$ cat src/rtl/mips_pkg.sv
// mips_pkg: definitions shared by the data-memory port and its helpers.
//   dmem_state_e      - states of the data-memory port FSM
//   DMEM_TIMEOUT_CYC  - default bus cycles without ack before a transaction is aborted
//   is_misaligned()   - word-alignment test on a byte address
package mips_pkg;

    typedef enum logic [1:0] {
        IDLE    = 2'd0,
        WR_WAIT = 2'd1,
        RD_WAIT = 2'd2,
        RD_DONE = 2'd3
    } dmem_state_e;

    localparam int unsigned DMEM_TIMEOUT_CYC = 64;

    function automatic logic is_misaligned(input logic [31:0] addr);
        return addr[1:0] != 2'b00;
    endfunction

endpackage

$ cat src/rtl/dmem_port_bus_timer.sv
// bus_timer: 8-bit wait counter used to abort bus transactions that never see an ack.
//   clk, reset - clock and synchronous active-high reset
//   clear      - force the count back to zero (takes priority over enable)
//   enable     - count one waited bus cycle
//   expired    - high in the LIMIT-th consecutive enabled cycle; the count then holds
module bus_timer #(
    parameter int unsigned LIMIT = 64
) (
    input  logic clk,
    input  logic reset,
    input  logic clear,
    input  logic enable,
    output logic expired
);

    // The count is the number of wait cycles already completed, so the
    // LIMIT-th wait cycle is the one where the count reads LIMIT-1.
    localparam logic [7:0] LIMIT_M1 = 8'(LIMIT - 1);

    logic [7:0] count_q;
    logic [7:0] count_d;

    assign expired = (count_q == LIMIT_M1);

    always_comb begin
        count_d = count_q;
        if (clear) begin
            count_d = '0;
        end else if (enable && !expired) begin
            count_d = count_q + 8'd1;
        end
    end

    // NOTE: state registers use non-blocking assignments so every flop samples
    // the pre-edge values of the others, independent of process ordering.
    always_ff @(posedge clk) begin
        if (reset) begin
            count_q <= '0;
        end else begin
            count_q <= count_d;
        end
    end

endmodule

$ cat src/rtl/dmem_port.sv
// dmem_port: memory-stage load/store port bridging the pipeline to a single-outstanding bus.
//   clk, reset              - clock and synchronous active-high reset
//   req_valid/write/addr/wdata - load/store request from the memory stage (held while stall=1)
//   stall                   - combinational pipeline freeze
//   rdata, rdata_valid      - load result and its one-cycle completion pulse
//   err                     - sticky misalignment/timeout flag, cleared only by reset
//   bus_req/we/addr/wdata   - registered bus request, held until ack is sampled
//   bus_ack, bus_rdata      - bus completion pulse and read data
// Stores are posted: the bus address/data registers act as the one-entry write
// buffer, occupied exactly while the FSM is in WR_WAIT.
module dmem_port
    import mips_pkg::*;
#(
    parameter int unsigned TIMEOUT_CYC = DMEM_TIMEOUT_CYC
) (
    input  logic        clk,
    input  logic        reset,
    input  logic        req_valid,
    input  logic        req_write,
    input  logic [31:0] req_addr,
    input  logic [31:0] req_wdata,
    output logic        stall,
    output logic [31:0] rdata,
    output logic        rdata_valid,
    output logic        err,
    output logic        bus_req,
    output logic        bus_we,
    output logic [31:0] bus_addr,
    output logic [31:0] bus_wdata,
    input  logic        bus_ack,
    input  logic [31:0] bus_rdata
);

    dmem_state_e state_q, state_d;
    logic        bus_req_q, bus_req_d;
    logic        bus_we_q, bus_we_d;
    logic [31:0] bus_addr_q, bus_addr_d;
    logic [31:0] bus_wdata_q, bus_wdata_d;
    logic [31:0] rdata_q, rdata_d;
    logic        err_q, err_d;

    logic waiting;
    logic expired;
    logic ack_seen;

    assign waiting  = (state_q == WR_WAIT) || (state_q == RD_WAIT);
    // An ack only counts while a request is actually on the bus.
    assign ack_seen = bus_ack && bus_req_q;

    bus_timer #(
        .LIMIT (TIMEOUT_CYC)
    ) u_bus_timer (
        .clk     (clk),
        .reset   (reset),
        .clear   (!waiting),
        .enable  (waiting),
        .expired (expired)
    );

    // NOTE: every signal written here gets a default first, so no path leaves
    // one unassigned and no latch is inferred.
    always_comb begin
        state_d     = state_q;
        bus_req_d   = bus_req_q;
        bus_we_d    = bus_we_q;
        bus_addr_d  = bus_addr_q;
        bus_wdata_d = bus_wdata_q;
        rdata_d     = rdata_q;
        err_d       = err_q;
        stall       = 1'b0;
        rdata_valid = 1'b0;
        rdata       = rdata_q;

        unique case (state_q)
            IDLE: begin
                if (req_valid) begin
                    if (is_misaligned(req_addr)) begin
                        // Rejected without a bus cycle; a load completes at once with zero.
                        err_d = 1'b1;
                        if (!req_write) begin
                            rdata_valid = 1'b1;
                            rdata       = '0;
                            rdata_d     = '0;
                        end
                    end else if (req_write) begin
                        // Posted store: the pipeline moves on while the bus works.
                        bus_req_d   = 1'b1;
                        bus_we_d    = 1'b1;
                        bus_addr_d  = req_addr;
                        bus_wdata_d = req_wdata;
                        state_d     = WR_WAIT;
                    end else begin
                        stall      = 1'b1;
                        bus_req_d  = 1'b1;
                        bus_we_d   = 1'b0;
                        bus_addr_d = req_addr;
                        state_d    = RD_WAIT;
                    end
                end
            end
            WR_WAIT: begin
                // The buffer is full, so any new request waits for it to drain.
                stall = req_valid;
                if (ack_seen) begin
                    bus_req_d = 1'b0;
                    state_d   = IDLE;
                end else if (expired) begin
                    bus_req_d = 1'b0;
                    err_d     = 1'b1;
                    state_d   = IDLE;
                end
            end
            RD_WAIT: begin
                stall = 1'b1;
                if (ack_seen) begin
                    bus_req_d = 1'b0;
                    rdata_d   = bus_rdata;
                    state_d   = RD_DONE;
                end else if (expired) begin
                    bus_req_d = 1'b0;
                    rdata_d   = '0;
                    err_d     = 1'b1;
                    state_d   = RD_DONE;
                end
            end
            RD_DONE: begin
                // The held load retires this cycle.
                rdata_valid = 1'b1;
                state_d     = IDLE;
            end
            default: begin
                state_d = IDLE;
            end
        endcase
    end

    always_ff @(posedge clk) begin
        if (reset) begin
            state_q     <= IDLE;
            bus_req_q   <= 1'b0;
            bus_we_q    <= 1'b0;
            bus_addr_q  <= '0;
            bus_wdata_q <= '0;
            rdata_q     <= '0;
            err_q       <= 1'b0;
        end else begin
            state_q     <= state_d;
            bus_req_q   <= bus_req_d;
            bus_we_q    <= bus_we_d;
            bus_addr_q  <= bus_addr_d;
            bus_wdata_q <= bus_wdata_d;
            rdata_q     <= rdata_d;
            err_q       <= err_d;
        end
    end

    assign bus_req   = bus_req_q;
    assign bus_we    = bus_we_q;
    assign bus_addr  = bus_addr_q;
    assign bus_wdata = bus_wdata_q;
    assign err       = err_q;

endmodule

$ cat config.mk
export PLATFORM = sky130hd
export DESIGN_NAME = dmem_port
export DESIGN_NICKNAME = d
export VERILOG_FILES = /design/src/rtl/mips_pkg.sv /design/src/rtl/dmem_port_bus_timer.sv /design/src/rtl/dmem_port.sv
export SDC_FILE = /design/constraint.sdc
export NUM_CORES = 1
export LEC_CHECK = 0
export ABC_AREA = 1
export BUFFER_PORTS_ARGS = -buffer_cell sky130_fd_sc_hd__buf_2
export CORE_ASPECT_RATIO = 2
export CORE_MARGIN = 2
export CORE_UTILIZATION = 42
export DETAILED_ROUTE_END_ITERATION = 8
export GPL_ROUTABILITY_DRIVEN = 1
export PLACE_DENSITY = 0.72
export SLEW_MARGIN = 20
export SYNTH_ARGS = -nofsm -noshare
export SYNTH_HDL_FRONTEND = slang
export SYNTH_SLANG_ARGS = --single-unit
$ cat constraint.sdc
create_clock -name clk -period 1.52 [get_ports clk]
set_input_delay 0.304 -clock clk [delete_from_list [all_inputs] [get_ports clk]]
set_output_delay 0.304 -clock clk [all_outputs]
set_load 0.05 [all_outputs]
==> results of run 1 <==
-- synth_stat cells, types with 3 or more instances --
cell type    n  area (um2)
dfxtp_1    109        2180
buf_4        6        45.0
a21oi_1     78         390
clkbuf_1    18        67.6
inv_1       52         195
o21ai_1      4        20.0
nor2_1     103         387
nand4_1      3        18.8
nand2_2      4        25.0
o21ai_0     29         145
buf_2       15        75.1
nand2_1     98         368
nand3_1     73         365
ha_1         5        62.6
-- cell type report --
| cell class | instances | area [um2] | share of cell area, % |
|---|---|---|---|
| Sequential cell | 109 | 2190 | 31.4 |
| Inverter | 54 | 214 | 3.07 |
| Multi-Input combinational cell | 406 | 2290 | 32.9 |
| Tap cell | 137 | 171 | 2.46 |
| Clock buffer | 10 | 229 | 3.29 |
| Timing Repair Buffer | 250 | 1800 | 25.9 |
| Clock inverter | 6 | 70.1 | 1.01 |
-- final timing paths --
check	endpoint	cells after the start
worst max-delay path	rdata[30]	8
worst min-delay path	bus_addr[22]$_SDFFE_PP0P_	3
worst max register to register	bus_wdata[16]$_SDFFE_PP0P_	10
worst min register to register	bus_wdata[5]$_SDFFE_PP0P_	2
-- stage by stage --
| stage | setup WS, ps | TNS, ps | cells | cell area, um2 |
|---|---|---|---|---|
| after global placement | -107 | -6030 | 940 | 6140 |
| final | -436 | -16350 | 972 | 6970 |
| after global routing | -482 | -23760 | 972 | 6970 |
| after detailed placement | -188 | -10350 | 940 | 6140 |
| after floorplan | -128 | -3700 | 608 | 4810 |
| after CTS | -440 | -15090 | 964 | 6780 |
-- cell families after synthesis --
| family | count (synthesis) | share of synthesized area [%] |
|---|---|---|
| adder cells (fa/ha/maj) | 5 | 1.41 |
| XOR/XNOR | 4 | 0.788 |
| buffers and inverters | 93 | 8.78 |
| AO/OA/AOI/OAI | 112 | 12.7 |
| flip-flops | 109 | 49.1 |
| AND/OR/NAND/NOR | 285 | 27.3 |
-- power breakdown --
part	internal (mW)	switching [mW]
Sequential	3.08	0.116
Clock	1.29	1.06
Combinational	1.17	2.03
Total	5.54	3.21
-- layout by cell type, fill, tap and decap left out, types with 2 or more instances in the layout --
cell	Yosys	final
clkinv_4	0	2
a21oi_2	0	2
nand4_1	3	3
dfxtp_1	109	104
inv_6	0	3
buf_6	0	32
inv_2	2	4
clkbuf_16	0	12
nor2_4	0	32
nand2_1	98	95
nor2_2	1	11
xnor2_1	2	2
o21ai_1	4	4
nand2_4	0	3
o21ai_0	29	29
buf_12	0	12
buf_2	15	167
dfxtp_2	0	4
ha_4	0	3
nand3_2	0	12
nand3_1	73	60
xor2_1	2	2
nand2_2	4	4
a21oi_1	78	75
buf_4	6	35
nor2_1	103	61
inv_1	52	47
-- layer usage --
metal | vias up | GRT usage [%]
met2 | 164 | 44.7
li1 | 2388 | -
met1 | 2267 | 23.5
met5 | - | 0
met4 | 0 | 9.45
met3 | 21 | 4.34
-- flip-flops by register name (all words and copies together), names as in the netlist --
name	count
bus_wdata	32
state_q	2
u_bus_timer.count_q	8
bus_req	1
rdata_q	32
bus_we	1
bus_addr	32
err	1
-- worst register-to-register path: cells and delay by family (launching register included) --
| family | cells | cell delay [ps] |
|---|---|---|
| compound gates | 1 | 60 |
| fa+ha+maj | 1 | 150 |
| simple gates | 3 | 270 |
| flops | 1 | 330 |
| buf+inv | 5 | 680 |
-- what timing repair did --
item,4_1_cts,5_1_grt
cloned,1,4
buffers inserted,7,5
endpoints found under the setup margin,110,130
gates resized for setup,81,19
pin swaps,4,9
==> qor.txt, run 1 <==
status: finished with violations
failing checks: setup timing
Worst setup EP type: primary output
Met3 Routed Length: 711 um
DRC: 0
worst clock skew: 5.70 ps
# port buffers: 201
hold path startpoint: req_addr[22]
initial DRC count: 187
antenna violation net count after detailed routing: 0
Nets: 936
total power: 8.75 mW
layout cells sized above 1: 41.9%
fin crit share: 129%
flop and latch count out of synthesis: 109
routability congestion estimate: 0.823
Mapped Area: 4450 um2
Tmin final: 1960 ps
CTS HTree Levels: 3
slowest stage cell on the critical path: dfxtp_2
I/O Pins: 202
top layer in use: met4
P_leak: 3.03 nW
worst vdd ir: 0.000902 V
core area: 10400 um2
cts hold-fix bufs: 0
worst skew pair latency: 350 ps
slew of the pin with the lowest slew margin: 392 ps
Post-synth EDFFs: 0
met2 wire length: 8270 um
die span in x: 76.8 um
reported max-cap violation count: 0
Syn Area/Cell: 7.31 um2
Top Family by Delay on Critical Path: buffers and inverters
R2R setup slack: -70 ps
CP Buf/Inv Count: 4
worst-path cell chain: inv_2, ha_4, nand2_4, nor3_4, buf_12, buf_4, nor2_4, buf_4
vias in the first global route: 4721
cts bufs inserted: 9
Site Rows: 53
first-pass GRT wire length: 21400 um
final hold vios: 0
synth warn: 0
Pwr per Cell Area: 1260 nW/um2
CP dominant cell by count: buf_4
Synth cell types: 22
Worst Path Class, Setup: register to primary output
CTS Buffer Depth: 2
Die Y: 149 um
Overall Global Routing Usage: 23.0%
final hold slack: 180 ps
Synth Instances: 608
ANT cells: 0
WL/cell: 14.5 um
worst relative slew slack: 73.8%
number of antenna violations at the first check in global routing: 0
fmax: 511 MHz
Startpoint Class: register
Fill cells: 867
worst hold path type: primary input to register
Initial Utilization: 42.7%
FFs w/ async S/R, synth: 0%
Reg clk slew, reported paths: 70 ps
Met1 Wirelength: 4870 um
Die ar.: 11500 um2
GRT overflow: 0
First-pass DRT Iterations: 4
post-synth net total: 714
drt total wl: 14100 um
worst setup path start: state_q[1]$_SDFFE_PP0P_
final design utilization: 66.9%
Slew Viols, Final: 0
Layout area overhead: 56.8%
CP max FO: 10
RSZ-0062 raised after global routing: yes
total number of vias: 4840
via/cell ratio: 4.98
Final Setup Violations: 102
FF-to-FF Start: state_q[1]$_SDFFE_PP0P_
DP HPWL: 9550 um
largest net degree at the start of global routing: 36
Largest stage delay, worst path: 330 ps
worst setup margin: -436 ps
post-synthesis sequential area ratio: 49.1%
Req. time, crit path: 1220 ps
CTS tree: yes
root buf cell: clkbuf_16
dominant synthesized flop cell: dfxtp_1
CP arrival: 1650 ps
clock sinks: 109
No activity file was read; power rests on OpenSTA's default activity.
==> run 2, diff against run 1 <==
==> constraint.sdc (replaced) <==
create_clock -name clk -period 1.63 [get_ports clk]
set_input_delay 0.326 -clock clk [delete_from_list [all_inputs] [get_ports clk]]
set_output_delay 0.326 -clock clk [all_outputs]
set_load 0.05 [all_outputs]
==> qor.txt, run 2 (synthesized netlist as in run 1, its figures left out) <==
dpl ws: -195 ps
Reg clk slew, reported paths: 70 ps
final hold vios: 0
vias in the first global route: 4691
Worst Path Class, Setup: register to primary output
slew of the pin with the lowest slew margin: 379 ps
CP dominant cell by count: buf_6
Final Setup Violations: 66
total number of vias: 4877
Slew Viols, Final: 0
status: finished with violations
fin crit share: 128%
P_leak: 3.01 nW
reported max-cap violation count: 0
fmax: 480 MHz
worst setup margin: -453 ps
Worst setup EP type: primary output
FF-to-FF path depth: 10
Fill cells: 878
Largest stage delay, worst path: 330 ps
CP Buf/Inv Count: 4
CTS HTree Levels: 3
slowest stage cell on the critical path: dfxtp_2
Nets: 930
Overall Global Routing Usage: 22.7%
number of antenna violations at the first check in global routing: 0
Final Cell Area: 6790 um2
CTS tree: yes
root buf cell: clkbuf_16
Die Y: 149 um
DRC: 0
ANT cells: 0
Layout area overhead: 52.8%
routability congestion estimate: 0.762
Startpoint Class: register
Pwr per Cell Area: 1170 nW/um2
worst setup path start: state_q[1]$_SDFFE_PP0P_
worst-path cell chain: inv_2, ha_4, nand2_4, nor3_4, buf_6, clkbuf_16, nor2_4, buf_6
critical path depth in cells: 8
via/cell ratio: 5.06
worst vdd ir: 0.000776 V
RSZ-0062 raised after global routing: yes
dpl cell area: 5840 um2
worst clock skew: 10.9 ps
cts bufs inserted: 9
First-pass DRT Iterations: 5
FF-to-FF Start: state_q[1]$_SDFFE_PP0P_
DP HPWL: 9470 um
clock sinks: 109
Site Rows: 53
setup TNS: -17170 ps
core area: 10400 um2
CP arrival: 1760 ps
hold path startpoint: req_addr[26]
Req. time, crit path: 1300 ps
Die ar.: 11500 um2
worst relative slew slack: 74.7%
GRT overflow: 0
Worst Hold Depth: 3
WL/cell: 15.2 um
worst skew pair latency: 350 ps
largest net degree at the start of global routing: 35
layout cells sized above 1: 39.1%
CTS Buffer Depth: 2
commonest non-fill, non-tap cell in the layout: buf_2
Initial Utilization: 42.7%
worst hold path type: primary input to register
antenna violation net count after detailed routing: 0
failing checks: setup timing
die span in x: 76.8 um
first-pass GRT wire length: 21100 um
most frequent cells in the layout: buf_2, dfxtp_1, nand2_1
initial DRC count: 146
# port buffers: 201
CP max FO: 6
cts hold-fix bufs: 0
Tmin final: 2080 ps
drt total wl: 14600 um
I/O Pins: 202
Top Family by Delay on Critical Path: buffers and inverters
-- run 2: worst reg2reg max path, cell delays in order, from the launching register on --
cell       delay [ps]
dfxtp_2           330
inv_2              70
ha_4              150
nand2_4            60
nor3_4            280
buf_6             180
buf_4             150
nand2_8            80
clkbuf_16         190
nand3_1            90
a21oi_1            70
-- run 2: cell type report --
type / instances / area [um2] / share of cell area, %
Clock buffer: 9 / 225 / 3.31
Timing Repair Buffer: 244 / 1780 / 26.2
Clock inverter: 5 / 51.3 / 0.755
Multi-Input combinational cell: 406 / 2180 / 32.0
Tap cell: 137 / 171 / 2.52
Inverter: 54 / 205 / 3.02
Sequential cell: 109 / 2180 / 32.2
-- run 2: timing repair --
| item | CTS | global route |
|---|---|---|
| gates cloned | 2 | 5 |
| setup endpoints to repair | 56 | 138 |
| gates resized for setup | 78 | 47 |
| buffers inserted | 9 | 10 |
| pin swaps | 1 | 11 |
| hold endpoints to repair | 0 | 0 |
-- run 2: path summary, 6_finish.rpt --
kind	to	slack (ps)
worst max-delay path	rdata[23]	-450
worst min-delay path	bus_addr[26]$_SDFFE_PP0P_	200
worst max register to register	rdata_q[0]$_SDFFE_PP0P_	-110
worst min register to register	err$_SDFFE_PP0P_	450
-- run 2: report_power, final --
| part | leakage [nW] | total (mW) | switching [mW] | internal, mW |
|---|---|---|---|---|
| clock network | 0.134 | 2.04 | 1.00 | 1.04 |
| registers | 0.884 | 2.96 | 0.103 | 2.86 |
| logic | 1.99 | 2.98 | 1.89 | 1.09 |
| total | 3.01 | 7.98 | 2.99 | 4.99 |
-- run 2: through the flow --
step / total power [mW] / util, % / hold slack, ps / cells
floorplan: 4.65 / - / 452 / 608
global placement: 5.34 / 56.1 / 440 / 931
detailed placement: 5.39 / 56.1 / 446 / 931
CTS: 7.76 / 62.2 / 191 / 955
global route: 8.33 / 65.3 / 201 / 964
finish: 7.98 / 65.3 / 203 / 964
-- run 2: per-layer routing --
layer,wire (um),vias to the layer above,GRT usage [%]
li1,-,2371,-
met1,5060,2249,23.0
met2,8120,212,43.6
met3,868,45,5.73
met4,561,0,8.73
met5,0,-,0
==> run 3, diff against run 2 <==
--- a/config.mk
+++ b/config.mk
@@ -9,10 +9,10 @@
 export BUFFER_PORTS_ARGS = -buffer_cell sky130_fd_sc_hd__buf_2
 export CORE_ASPECT_RATIO = 2
 export CORE_MARGIN = 2
-export CORE_UTILIZATION = 42
+export CORE_UTILIZATION = 32
 export DETAILED_ROUTE_END_ITERATION = 8
 export GPL_ROUTABILITY_DRIVEN = 1
-export PLACE_DENSITY = 0.72
+export PLACE_DENSITY = 0.56
 export SLEW_MARGIN = 20
 export SYNTH_ARGS = -nofsm -noshare
 export SYNTH_HDL_FRONTEND = slang
==> constraint.sdc (replaced) <==
create_clock -name clk -period 1.9 [get_ports clk]
set_input_delay 0.38 -clock clk [delete_from_list [all_inputs] [get_ports clk]]
set_output_delay 0.38 -clock clk [all_outputs]
set_load 0.05 [all_outputs]
==> qor.txt, run 3 (synthesized netlist as in run 1, its figures left out) <==
first-pass GRT wire length: 20300 um
routability congestion estimate: 0.779
Reg clk slew, reported paths: 80 ps
Overall Global Routing Usage: 16.8%
core area: 13700 um2
WL/cell: 13.3 um
cts bufs inserted: 9
worst clock skew: 9.06 ps
worst setup margin: -143 ps
fmax: 490 MHz
die span in x: 87.3 um
Net Switching: 2.48 mW
Initial Utilization: 32.4%
via/cell ratio: 4.68
Final Setup Violations: 34
Site Rows: 61
CTS HTree Levels: 3
final hold vios: 0
ANT cells: 0
clock power share: 29.6%
dpl cells: 947
fin crit share: 108%
Tmin final: 2040 ps
Largest stage delay, worst path: 350 ps
CTS Buffer Depth: 2
I/O Pins: 202
layout cells sized above 1: 35.3%
initial DRC count: 205
commonest non-fill, non-tap cell in the layout: buf_2
Pwr per Cell Area: 1040 nW/um2
DRC: 0
sequential share of power: 37.5%
DP HPWL: 8540 um
setup TNS: -3750 ps
Nets: 918
Pint: 4.29 mW
FF/Latch Area: 2180 um2
Die Y: 171 um
P_leak: 2.89 nW
footprint of the multi-input gates: 2040 um2
status: finished with violations
# port buffers: 201
R2R setup slack: 60 ps
root buf cell: clkbuf_16
number of antenna violations at the first check in global routing: 0
slowest stage cell on the critical path: dfxtp_2
most frequent cells in the layout: buf_2, dfxtp_1, nand2_1
Die ar.: 14900 um2
Slew Viols, Final: 0
failing checks: setup timing
worst hold path type: primary input to register
Worst Path Class, Setup: register to primary output
Switching Fraction: 36.7%
worst skew pair latency: 350 ps
CTS tree: yes
Fill cells: 1401
worst relative slew slack: 62.5%
GRT overflow: 0
Worst setup EP type: primary output
antenna violation net count after detailed routing: 0
CP dominant cell by count: buf_6
Comb pwr share: 32.9%
CP arrival: 1660 ps
Startpoint Class: register
Layout area overhead: 45.8%
First-pass DRT Iterations: 5
clock sinks: 109
drt total wl: 13000 um
fin cells: 974
vias in the first global route: 4190
CP max FO: 6
worst-path cell chain: inv_2, ha_4, nand2_4, nor3_4, buf_6, buf_8, nor2_1, buf_6
Req. time, crit path: 1520 ps
reported max-cap violation count: 0
slew of the pin with the lowest slew margin: 561 ps
total number of vias: 4559
largest net degree at the start of global routing: 38
worst vdd ir: 0.000423 V
RSZ-0062 raised after global routing: yes
-- run 3: cell types whose count changed in the layout (fill, tap and decap cells not counted), sizes merged --
cell    previous run  this run
clkinv             5         1
bufinv             0         1
buf              238       231
inv               54        58
clkbuf            15        11
-- run 3: cell type report --
class	instances	area share (%)
clock buffer	10	3.69
clock inverter	6	1.18
inverter	54	3.13
multi-input combinational	406	31.4
sequential	109	33.7
tap	157	3.03
timing repair buffer	232	23.9
-- run 3: final timing paths --
kind | start | end | depth (start not counted)
max reg2reg | state_q[1]$_SDFFE_PP0P_ | bus_we$_SDFFE_PP0P_ | 9
min | req_addr[9] | bus_addr[9]$_SDFFE_PP0P_ | 3
max | state_q[1]$_SDFFE_PP0P_ | rdata[29] | 8
min reg2reg | bus_addr[0]$_SDFFE_PP0P_ | bus_addr[0]$_SDFFE_PP0P_ | 2
-- run 3: critical path, delay by kind of cell (launching register included) --
kind | cells | cell delay [ps]
adder cells (fa/ha/maj) | 1 | 160
flip-flops | 1 | 350
AND/OR/NAND/NOR | 3 | 270
buffers and inverters | 4 | 530
-- run 3: stage by stage --
stage / util (%) / total power, mW / cell area, um2 / setup slack, ps / hold slack [ps]
after floorplan: - / 3.91 / 4450 / -156 / 452
after CTS: 46.2 / 6.75 / 6340 / -166 / 242
final: 47.2 / 6.77 / 6480 / -143 / 246
after global routing: 47.2 / 7.12 / 6480 / -211 / 243
after detailed placement: 41.0 / 4.46 / 5630 / 18.0 / 448
after global placement: 41.0 / 4.45 / 5630 / 46.8 / 442
-- run 3: repair_timing --
item | in CTS | in global routing
gates resized for setup | 97 | 25
hold buffers | 0 | 0
gates cloned | 2 | 1
endpoints found under the hold margin | 0 | 0
pin swaps | 5 | 3
setup buffers | 6 | 2
endpoints found under the setup margin | 35 | 46
-- run 3: metal layers --
metal  global-route usage (%)  wire length [um]
met5                        0                 0
met4                     5.15               193
met3                     5.40               999
met2                     24.8              5830
met1                     23.3              5970
-- run 3: power groups by stage --
stage	Sequential, mW	Clock, mW	Combinational, mW
after global placement	2.59	0	1.86
after floorplan	3.00	0	0.912
final	2.54	2.00	2.23
after detailed placement	2.59	0	1.86
after global routing	2.56	2.15	2.41
after CTS	2.54	2.07	2.14
